**src/rtl/pattern_test_sequencer.sv**
```systemverilog
// Pattern test sequencer: steps the generator select through each enabled pattern,
// checks the looped-back stream per pattern and reports a fail map, error total and pass/done.
module pattern_test_sequencer #(
  parameter int DATA_W         = 32,
  parameter int SETTLE_CYCLES  = 4,
  parameter int CHECK_SAMPLES  = 256,
  parameter int TIMEOUT_CYCLES = 1024
) (
  input  logic              clk,
  input  logic              rst,
  input  logic              start,
  input  logic              abort,
  input  logic [3:0]        pattern_mask,
  input  logic              rx_valid,
  input  logic [DATA_W-1:0] rx_data,
  output logic [1:0]        pattern_sel,
  output logic              busy,
  output logic              done,
  output logic              pass,
  output logic [3:0]        fail_map,
  output logic [15:0]       err_total
);

  typedef enum logic [2:0] {
    S_IDLE, S_SELECT, S_SETTLE, S_CHECK, S_NEXT, S_DONE
  } state_t;

  localparam logic [7:0]  SETTLE_LAST  = 8'(SETTLE_CYCLES - 1);
  localparam logic [15:0] CHECK_LAST   = 16'(CHECK_SAMPLES - 1);
  localparam logic [15:0] TIMEOUT_LAST = 16'(TIMEOUT_CYCLES - 1);

  function automatic logic [15:0] sat_inc16(input logic [15:0] v);
    return (v == 16'hFFFF) ? v : v + 16'd1;
  endfunction

  // Returns {found, index} of the lowest set mask bit at or above lo.
  function automatic logic [2:0] find_set(input logic [3:0] m, input logic [2:0] lo);
    logic [2:0] r;
    r = 3'b000;
    for (int i = 3; i >= 0; i--) begin
      if (3'(i) >= lo && m[i]) r = {1'b1, 2'(i)};
    end
    return r;
  endfunction

  state_t            state_q, state_d;
  logic [3:0]        mask_q, mask_d;
  logic [1:0]        idx_q, idx_d;
  logic [1:0]        sel_q, sel_d;
  logic [7:0]        settle_q, settle_d;
  logic [15:0]       sample_q, sample_d;
  logic [15:0]       timeout_q, timeout_d;
  logic              first_q, first_d;
  logic [3:0]        fail_q, fail_d;
  logic [15:0]       err_q, err_d;
  logic              done_q, done_d;
  logic              pass_q, pass_d;
  logic [DATA_W-1:0] prev_q;
  logic              rx_err;
  logic [2:0]        nxt;

  // The first sample of the alternate/increment patterns only seeds prev_q.
  always_comb begin
    rx_err = 1'b0;
    unique case (idx_q)
      2'd0: rx_err = (rx_data != '0);
      2'd1: rx_err = (rx_data != '1);
      2'd2: rx_err = !first_q && (rx_data != ~prev_q);
      2'd3: rx_err = !first_q && (rx_data != prev_q + DATA_W'(1));
      default: rx_err = 1'b0;
    endcase
  end

  always_comb begin
    state_d   = state_q;
    mask_d    = mask_q;
    idx_d     = idx_q;
    sel_d     = sel_q;
    settle_d  = settle_q;
    sample_d  = sample_q;
    timeout_d = timeout_q;
    first_d   = first_q;
    fail_d    = fail_q;
    err_d     = err_q;
    done_d    = done_q;
    pass_d    = pass_q;
    nxt       = 3'b000;
    if (abort) begin
      state_d = S_IDLE;
      sel_d   = 2'd0;
      done_d  = 1'b0;
      pass_d  = 1'b0;
    end else begin
      unique case (state_q)
        S_IDLE, S_DONE: begin
          if (start) begin
            mask_d = pattern_mask;
            fail_d = 4'd0;
            err_d  = 16'd0;
            done_d = 1'b0;
            pass_d = 1'b0;
            nxt    = find_set(pattern_mask, 3'd0);
            if (nxt[2]) begin
              idx_d   = nxt[1:0];
              state_d = S_SELECT;
            end else begin
              state_d = S_DONE;
              done_d  = 1'b1;
              pass_d  = 1'b1;
            end
          end
        end
        S_SELECT: begin
          sel_d    = idx_q;
          settle_d = 8'd0;
          state_d  = S_SETTLE;
        end
        S_SETTLE: begin
          if (settle_q == SETTLE_LAST) begin
            state_d   = S_CHECK;
            sample_d  = 16'd0;
            timeout_d = 16'd0;
            first_d   = 1'b1;
          end else begin
            settle_d = settle_q + 8'd1;
          end
        end
        S_CHECK: begin
          if (rx_valid) begin
            sample_d  = sample_q + 16'd1;
            timeout_d = 16'd0;
            first_d   = 1'b0;
            if (rx_err) begin
              err_d         = sat_inc16(err_q);
              fail_d[idx_q] = 1'b1;
            end
            if (sample_q == CHECK_LAST) state_d = S_NEXT;
          end else if (timeout_q == TIMEOUT_LAST) begin
            fail_d[idx_q] = 1'b1;
            state_d       = S_NEXT;
          end else begin
            timeout_d = timeout_q + 16'd1;
          end
        end
        S_NEXT: begin
          nxt = find_set(mask_q, {1'b0, idx_q} + 3'd1);
          if (nxt[2]) begin
            idx_d   = nxt[1:0];
            state_d = S_SELECT;
          end else begin
            state_d = S_DONE;
            done_d  = 1'b1;
            pass_d  = (fail_q == 4'd0);
          end
        end
        default: state_d = S_IDLE;
      endcase
    end
  end

  always_ff @(posedge clk) begin
    if (rst) begin
      state_q   <= S_IDLE;
      mask_q    <= 4'd0;
      idx_q     <= 2'd0;
      sel_q     <= 2'd0;
      settle_q  <= 8'd0;
      sample_q  <= 16'd0;
      timeout_q <= 16'd0;
      first_q   <= 1'b0;
      fail_q    <= 4'd0;
      err_q     <= 16'd0;
      done_q    <= 1'b0;
      pass_q    <= 1'b0;
    end else begin
      state_q   <= state_d;
      mask_q    <= mask_d;
      idx_q     <= idx_d;
      sel_q     <= sel_d;
      settle_q  <= settle_d;
      sample_q  <= sample_d;
      timeout_q <= timeout_d;
      first_q   <= first_d;
      fail_q    <= fail_d;
      err_q     <= err_d;
      done_q    <= done_d;
      pass_q    <= pass_d;
    end
  end

  // Previous-sample register is pure data; first_q masks its contents after reset.
  always_ff @(posedge clk) begin
    if (state_q == S_CHECK && rx_valid) prev_q <= rx_data;
  end

  assign pattern_sel = sel_q;
  assign busy        = (state_q == S_SELECT) || (state_q == S_SETTLE) ||
                       (state_q == S_CHECK)  || (state_q == S_NEXT);
  assign done        = done_q;
  assign pass        = pass_q;
  assign fail_map    = fail_q;
  assign err_total   = err_q;

endmodule

```
**config.mk**
```make
export PLATFORM = sky130hd
export DESIGN_NAME = pattern_test_sequencer
export DESIGN_NICKNAME = d
export VERILOG_FILES = /design/src/rtl/pattern_test_sequencer.sv
export SDC_FILE = /design/constraint.sdc
export NUM_CORES = 1
export LEC_CHECK = 0
export BUFFER_PORTS_ARGS = -buffer_cell sky130_fd_sc_hd__buf_2
export CORE_MARGIN = 5
export CORE_UTILIZATION = 35
export CTS_CLUSTER_SIZE = 12
export DETAILED_ROUTE_END_ITERATION = 10
export PLACE_DENSITY_LB_ADDON = 0.2
export SETUP_SLACK_MARGIN = 0.4
export SLEW_MARGIN = 20
export SYNTH_ARGS = -nofsm -noshare
export SYNTH_HDL_FRONTEND = slang
export SYNTH_SLANG_ARGS = --single-unit
```
**constraint.sdc**
```tcl
create_clock -name clk -period 3 [get_ports clk]
set_input_delay 0.6 -clock clk [delete_from_list [all_inputs] [get_ports clk]]
set_output_delay 0.6 -clock clk [all_outputs]
set_load 0.01 [all_outputs]
```
Word level (Yosys, flattened, before mapping)

Index checks and enable logic that the tools add are counted.

Register bits: 106
Input bits: 41
Output and inout bits: 25

$add $sub $neg: 6
$lt $le $gt $ge: 6
Bitwise logic cells: 3
Mux-type cells: 55
Equality and inequality tests: 28
Reduce and logical (&&, ||, !) cells: 31

Operators by type and width:

| operator              | count |
|---|---|
| $mux 16               | 8 |
| $pmux 16 s2           | 3 |
| $ne 32x32->1          | 2 |
| $mux 3                | 20 |
| $add 16x1->16 const B | 3 |
| $add 32x1->32 const B | 1 |
| $ne 32x32->1 const B  | 1 |
| $not 32->32           | 1 |
| $reduce_bool 32->1    | 1 |
| $ne 2x2->1 const B    | 9 |
| $eq 16x10->1 const B  | 1 |
| $eq 16x16->1 const B  | 1 |
| $eq 16x8->1 const B   | 1 |
| $mux 4                | 4 |
| $pmux 8 s2            | 1 |
| $pmux 3 s5            | 1 |
| $ne 3x3->1 const B    | 4 |
| $reduce_and 4->1      | 3 |
| $reduce_and 5->1      | 2 |
| $reduce_and 3->1      | 3 |
| $add 8x1->8 const B   | 1 |
| $eq 8x2->1 const B    | 1 |
| $logic_and 1x1->1     | 8 |
| $mux 8                | 1 |
| 27 further kinds      | 48 |

Logic depth before layout (Yosys ltp)

Gate-level depths: netlist (run 1).

Word-level depth: 11
Depth in mapped cells: 13
Gate-level depth less buffers: 11

Worst setup path after synthesis (run 1)

Ideal clock, no wire load.

Path type: register to register
From: register state_q[2]
To: register err_q[0], in the netlist err_total[0]
Required time: 2.941 ns
Stages on the path, launching flop included: 8
Slack: -0.157 ns
Data arrival time: 3.099 ns
Path through: dfxtp_1 nand2b_1 or2_2 clkbuf_1 nor2_1 nand2_1 nor4b_1 a22o_1

Longest elaborated chain between the ends: 4

RTL lines:

| item                                                                    | line | text |
|---|---|---|
| start: declaration                                                      | 46   | `state_t state_q, state_d;` |
| start signal: assignment                                                | 176  | `state_q <= state_d;` |
| $eq 3x3->1 / $logic_not 3->1 (equally long branches)                    | 94   | `unique case (state_q)` |
| $reduce_or 2->1                                                         | 94   |  |
| $ne 2x2->1 (no source line) / $reduce_bool 2->1 (equally long branches) | --   |  |
| $reduce_and 6->1 (no source line)                                       | --   |  |
| end signal: assignment                                                  | 185  | `err_q <= err_d;` |
| end: declaration                                                        | 55   | `logic [15:0] err_q, err_d;` |

Several ways; a longest one is shown, not always the timed one.
A chain may end at the register's enable or synchronous reset.

Worst setup path after layout (run 1)

From: register prev_q[12]
To: register err_q[2], in the netlist err_total[2]

Longest elaborated chain between the ends: 6

RTL lines:

| item                                                | line   | text |
|---|---|---|
| start: declaration                                  | 58     | `logic [DATA_W-1:0] prev_q;` |
| start signal: assignment                            | 193    | `if (state_q == S_CHECK && rx_valid) prev_q <= rx_data;` |
| $add 32x1->32 / $not 32->32 (equally long branches) | 69, 68 |  |
| $ne 32x32->1, on equally long branches              | 69, 68 |  |
| $logic_and 1x1->1, on equally long branches         | 69, 68 |  |
| $pmux 1 s4 (*)                                      | 65     | `unique case (idx_q)` |
| $ne 2x2->1 (no source line) (*)                     | --     |  |
| $reduce_and 6->1 (no source line) (*)               | --     |  |

Mark *: on every way between the ends. The rest lies on a longest branch, timed or not.

==> results of run 1 <==
## layer usage
metal | vias up | routed length (µm) | track usage [%] | share of wire (%)
met3 | 19 | 929 | 4.39 | 5.0
met5 | - | 13 | 0 | 0.070
met2 | 145 | 8650 | 29.1 | 47
met1 | 2885 | 8700 | 24.0 | 47
met4 | 2 | 198 | 4.00 | 1.1
li1 | 3044 | - | - | -
## flip-flops by register name, indices dropped and copies added, names as in the netlist, 3 cells and up
register / cells
prev_q: 32
sample_q: 16
state_q: 3
mask_q: 3
settle_q: 8
timeout_q: 16
fail_map: 4
err_total: 16
## final cells by class
class	count	share of cell area, %
multi-input cells	594	47.7
flip-flops and latches	105	29.7
repair buffers	176	14.9
well taps	225	3.44
clock buffers	10	3.06
inverters	14	0.642
clock inverters	6	0.550
## worst reg2reg max path, cell delays in order (launching register included)
cell      delay [ns]
edfxtp_1        0.39
buf_4           0.12
nand4_1         0.15
or4_4           0.57
nor2_4          0.15
xnor2_1         0.13
mux2i_1         0.10
a31oi_2         0.25
nor4_4          0.08
buf_6           0.14
o21a_4          0.22
buf_12          0.14
or3_4           0.37
a21oi_2         0.13
## worst min path at each step
stage	start	to	slack [ns]	depth (start not counted)
after floorplan	mask_q[2]	mask_q[2]	0.45	2
after global placement	pattern_sel[0]	pattern_sel[0]	0.44	2
after detailed placement	pattern_sel[1]	pattern_sel[1]	0.45	2
after CTS	rx_data[23]	prev_q[23]	0.45	1
after global routing	rx_data[23]	prev_q[23]	0.45	1
final	pattern_sel[1]	pattern_sel[1]	0.45	2
## cells in the mapped netlist, types with 4 or more instances
library cell | number | area [µm²]
a21oi_1 | 47 | 235
ha_1 | 5 | 62.6
nand2_1 | 92 | 345
and2_1 | 10 | 62.6
or3_1 | 13 | 81.3
a211oi_1 | 4 | 30.0
xor2_1 | 32 | 280
inv_1 | 14 | 52.6
and3_1 | 22 | 138
mux2i_1 | 7 | 70.1
nand3_1 | 32 | 160
xnor2_1 | 39 | 342
clkbuf_1 | 25 | 93.8
nor2_1 | 87 | 327
dfxtp_1 | 73 | 1460
nor4_1 | 21 | 131
nand2b_1 | 5 | 31.3
nand4_1 | 40 | 250
o21ai_0 | 21 | 105
and4_1 | 10 | 87.6
o31ai_1 | 6 | 45.0
nor3_1 | 12 | 60.1
nor2b_1 | 5 | 31.3
o22ai_1 | 4 | 25.0
o211ai_1 | 12 | 90.1
a31oi_1 | 7 | 43.8
edfxtp_1 | 32 | 961
## what timing repair did
item                                    in CTS  in global routing
resized for setup                           36                 44
pin swaps                                   22                 25
setup buffers                               18                  9
endpoints found under the setup margin      36                 44
gates cloned                                 1                  0
## power by group
part	internal (W)	switching [W]
clock	0.000624	0.000591
sequential	0.00147	0.00000880
combinational	0.000119	0.000186
total	0.00221	0.000785
## logic make-up (layout without fill, tap and decap cells)
logic type	count (synthesis)	count (layout)	synth area share (%)
mux	10	10	1.68
compound gates	140	141	14.9
buf+inv	44	206	2.90
flops	105	105	39.3
simple gates	367	367	30.1
fa+ha+maj	5	5	1.01
xor+xnor	71	71	10.1
## through the flow
| stage | TNS [ns] | setup slack [ns] | area (µm²) | total power, W | hold slack (ns) |
|---|---|---|---|---|---|
| floorplan | 0 | 0.311 | 6230 | 0.00167 | 0.450 |
| global placement | -1.95 | -0.157 | 7340 | 0.00180 | 0.442 |
| detailed placement | -1.76 | -0.148 | 7340 | 0.00180 | 0.446 |
| CTS | 0 | 0.0385 | 7940 | 0.00302 | 0.453 |
| global route | -1.46 | -0.138 | 8180 | 0.00312 | 0.453 |
| finish | 0 | 0.0204 | 8180 | 0.00300 | 0.452 |
==> metrics, run 1 <==
status=completed; first-pass GRT wire length=29.3 mm; Synth Register Bits=105; RR Startpoint=prev_q[12]; CP max FO=12; gr usage total=17.8%; die height=143 µm; WL final=18.5 mm; crit path max-delay cell type=or4_4; Syn-to-layout area delta=32.7%; Net Count, Synth=788; CP endpoint=err_total[2]; core box area=17300 µm²; Leak Pwr=3.15 nW; Async SR Flop Fraction=0%; Via density=5.39; Syn Area/Cell=8.31 µm²; CTS H-Tree Depth=3; Die Wd=143 µm; r2r endpoint=err_total[2]; worst reg2reg setup slack=0.02 ns; endpoints failing hold=0; total of fill cells in the finished design=1727; max_cap viols=0; unrepaired setup endpoints after global routing=true; initial antenna violation count=1; max-slew violations=0; CTS Hold Bufs=0; Final Non-Filler Cells=1130; Worst EP arrival=3.29 ns; Buf/Inv on CP=3; placed cell count=1086; Critical Path Start=prev_q[12]; IO buf count=65; Worst setup SP type=flip-flop; worst-margin pin slew=0.572 ns; DR vias=6095; post-route ant nets=0; Residual DRC=0; WL/cell=16.4 µm; clock sinks=105; GR Overflow Total=0; vias in the first global route=5636; Skew-Pair Late Insertion Delay=0.37 ns; ant diodes=0; maximum vdd drop=0.000323 V; Multi-input gate area=3910 µm²; period utilization=99.3%; share of layout cells above drive strength 1=30.1%; TritonCTS clock tree=yes; Syn Inst Count=742; CTS Buf Count=9; Worst-path clk slew=0.08 ns; worst clock skew=0.0113 ns; Initial Util=35.7%; Data required, critical path=3.31 ns; FF/Latch Area=2430 µm²; largest net degree at the start of global routing=33; Pre-antenna DRT Iters=5; depth of the most critical reg-to-reg path=13; most common cell after layout, fill and taps aside=buf_4; Most used DFF post-synth=dfxtp_1; f_max=0.336 GHz; RD Place Congestion=0.938; Post-synth EDFFs=32; Largest delay share family, worst path=simple AND/OR/NAND/NOR gates; nets=946; total power per unit cell area=366 nW/µm²; Clock Tree Root=clkbuf_16; sequential area share after synthesis=39.3%; Die ar.=20400 µm²; CP Cell Sequence=buf_4 > nand4_1 > or4_4 > nor2_4 > xnor2_1 > mux2i_1 > a31oi_2 > nor4_4 > buf_6 > o21a_4 > buf_12 > or3_4 > a21oi_2; DP HPWL=13.4 mm; most frequent cells in the layout=buf_4 (99), nand2_1 (87), nor2_1 (82); crit path kind=flip-flop to flip-flop; Syn. warnings=0; final setup fails=0; Initial DRC Count=568; Hold Path Class=flip-flop to flip-flop; Final Util=47.3%; Slew HR=61.5%; fin crit period=2.98 ns; Synth cell types=71; Max Buffers Root-to-Sink=2; Critical Path Stages=13; Ports=66; Crit path largest cell delay=0.57 ns; Cell Area, Synth=6170 µm²; # rows=48; Setup crit end kind=flip-flop
(Power assumes the default switching activity.)
==> inputs of run 2 (changes only) <==
--- a/config.mk
+++ b/config.mk
@@ -16,3 +16,4 @@
 export SYNTH_ARGS = -nofsm -noshare
 export SYNTH_HDL_FRONTEND = slang
 export SYNTH_SLANG_ARGS = --single-unit
+export TNS_END_PERCENT = 30
==> constraint.sdc (replaced) <==
create_clock -name clk -period 2.89 [get_ports clk]
set_input_delay 0.578 -clock clk [delete_from_list [all_inputs] [get_ports clk]]
set_output_delay 0.578 -clock clk [all_outputs]
set_load 0.01 [all_outputs]
==> metrics, run 2 (synthesis gave the netlist of run 1 again) <==
status=finished with violations; failing checks=setup timing; final setup margin=-0.0782 ns (-0.0986 ns); Leak Pwr=3.14 nW (-0.28%); Die ar.=20400 µm² (unchanged); f_max=0.337 GHz (+0.38%); endpoints failing hold=0 (unchanged); CTS Hold Bufs=0 (unchanged); Worst setup SP type=flip-flop; Ports=66 (unchanged); Crit path largest cell delay=0.38 ns (-0.19 ns); CTS Buf Count=9 (unchanged); Setup crit end kind=flip-flop; gr usage total=18.2% (+0.37 points); Max Buffers Root-to-Sink=2 (unchanged); most frequent cells in the layout=buf_4 (100), nand2_1 (88), nor2_1 (83); Residual DRC=0 (unchanged); Initial DRC Count=463 (-18%); CP max FO=10 (-2); Syn-to-layout area delta=32.7% (about the same); Initial Util=35.7% (unchanged); flip-flop count of the largest register after layout=32 (unchanged); Pre-antenna DRT Iters=5 (unchanged); crit path kind=flip-flop to flip-flop; nets=943 (-0.32%); period utilization=103% (+3.4 points); IO buf count=65 (unchanged); WL final=18.3 mm (-1.1%); CP Cell Sequence=ha_2 > nand4_1 > buf_4 > buf_6 > nor3_4 > a31oi_1 > xnor2_1 > nor4_1 > nand4_1 > nor4_4 > buf_6 > o21a_4 > buf_12 > o21ai_2 > a21oi_2; power consumption=0.00314 W (+4.8%); unrepaired setup endpoints after global routing=true; # rows=48 (unchanged); Worst EP arrival=3.28 ns (about the same); final setup fails=14 (+14); Skew-Pair Late Insertion Delay=0.37 ns (about the same); Slew HR=65.3% (+3.8 points); worst reg2reg setup slack=-0.08 ns (-0.10 ns); most common cell after layout, fill and taps aside=buf_4; Worst-path clk slew=0.08 ns (about the same); core box area=17300 µm² (unchanged); Final Util=47.3% (about the same); Fin Setup TNS=-0.556 ns (-0.556 ns); crit path max-delay cell type=edfxtp_1; largest net degree at the start of global routing=33 (unchanged); Top reg by flops=prev_q; Clock Tree Root=clkbuf_16; busiest grt layer=met2; Post-Place Worst Slack=-0.239 ns (-0.0905 ns); total power per unit cell area=384 nW/µm² (+4.8%); WL/cell=16.2 µm (-0.85%); Data required, critical path=3.20 ns (-0.11 ns); CTS H-Tree Depth=3 (unchanged); Die Wd=143 µm (unchanged); fin crit period=2.97 ns (-0.0114 ns); RD Place Congestion=0.901 (-3.9%); worst clock skew=0.0136 ns (+0.00232 ns); post-route ant nets=0 (unchanged); grt met1 use=24.5% (+0.53 points); Via density=5.37 (-0.36%); GR Overflow Total=0 (unchanged); TritonCTS clock tree=yes; ant diodes=0 (unchanged); Hold Path Class=input port to flip-flop; share of layout cells above drive strength 1=29.5% (-0.57 points); maximum vdd drop=0.000363 V (+12%); first-pass GRT wire length=29.7 mm (+1.6%); DP HPWL=13.7 mm (+2.2%); clock sinks=105 (unchanged); DR vias=6057 (-0.62%); max_cap viols=0 (unchanged); die height=143 µm (unchanged); met3 usage=5.46% (+1.1 points); vias in the first global route=5738 (+1.8%); max-slew violations=0 (unchanged); worst-margin pin slew=0.519 ns (-0.0536 ns); initial antenna violation count=0 (-1); hold slack=0.447 ns (-0.00490 ns); met2 GRT Util=28.5% (-0.57 points)
[run 2: report_power, final]
group          switching [W]  internal (W)
clock network       0.000609      0.000682
registers         0.00000830       0.00152
logic               0.000192      0.000125
total               0.000810       0.00233
[run 2: path summary, 6_finish.rpt]
kind | from | to | cells after the start
hold reg to reg | pattern_sel[0] | pattern_sel[0] | 2
hold / removal | rx_data[23] | prev_q[23] | 1
setup / recovery | prev_q[1] | err_total[2] | 15
setup reg to reg | prev_q[1] | err_total[2] | 15
[run 2: area by class of cell]
| cell class | count | area [µm²] |
|---|---|---|
| inverters | 14 | 52.6 |
| clock buffers | 11 | 264 |
| multi-input cells | 594 | 3930 |
| fillers | 1702 | 9110 |
| flip-flops and latches | 105 | 2430 |
| repair buffers | 173 | 1180 |
| well taps | 225 | 282 |
| clock inverters | 5 | 51.3 |
[run 2: through the flow]
step                      area (µm²)  std cells
after floorplan                 6230        742
after global placement          7450       1101
after detailed placement        7450       1101
after CTS                       8030       1127
after global routing            8190       1127
final                           8190       1127
[run 2: per-layer routing]
metal  routed length (µm)  vias to the layer above  share of wire [%]
met2                 8450                      156                 46
met4                  308                        0                1.7
met3                 1110                       20                6.1
met5                    0                        -                  0
li1                     -                     3033                  -
met1                 8420                     2848                 46
[run 2: what timing repair did]
action,4_1_cts,5_1_grt
gates resized for setup,41,34
buffers inserted,9,0
endpoints found under the setup margin,42,48
pin swaps,55,48
cloned,1,0
[run 2: worst max-delay path, delay by kind of cell (launching register included)]
family | cells | cell delay, ns
AND/OR/NAND/NOR | 5 | 1.08
buffers and inverters | 4 | 0.61
adder cells (fa/ha/maj) | 1 | 0.19
XOR/XNOR | 1 | 0.14
AO/OA/AOI/OAI | 4 | 0.49
flip-flops | 1 | 0.38
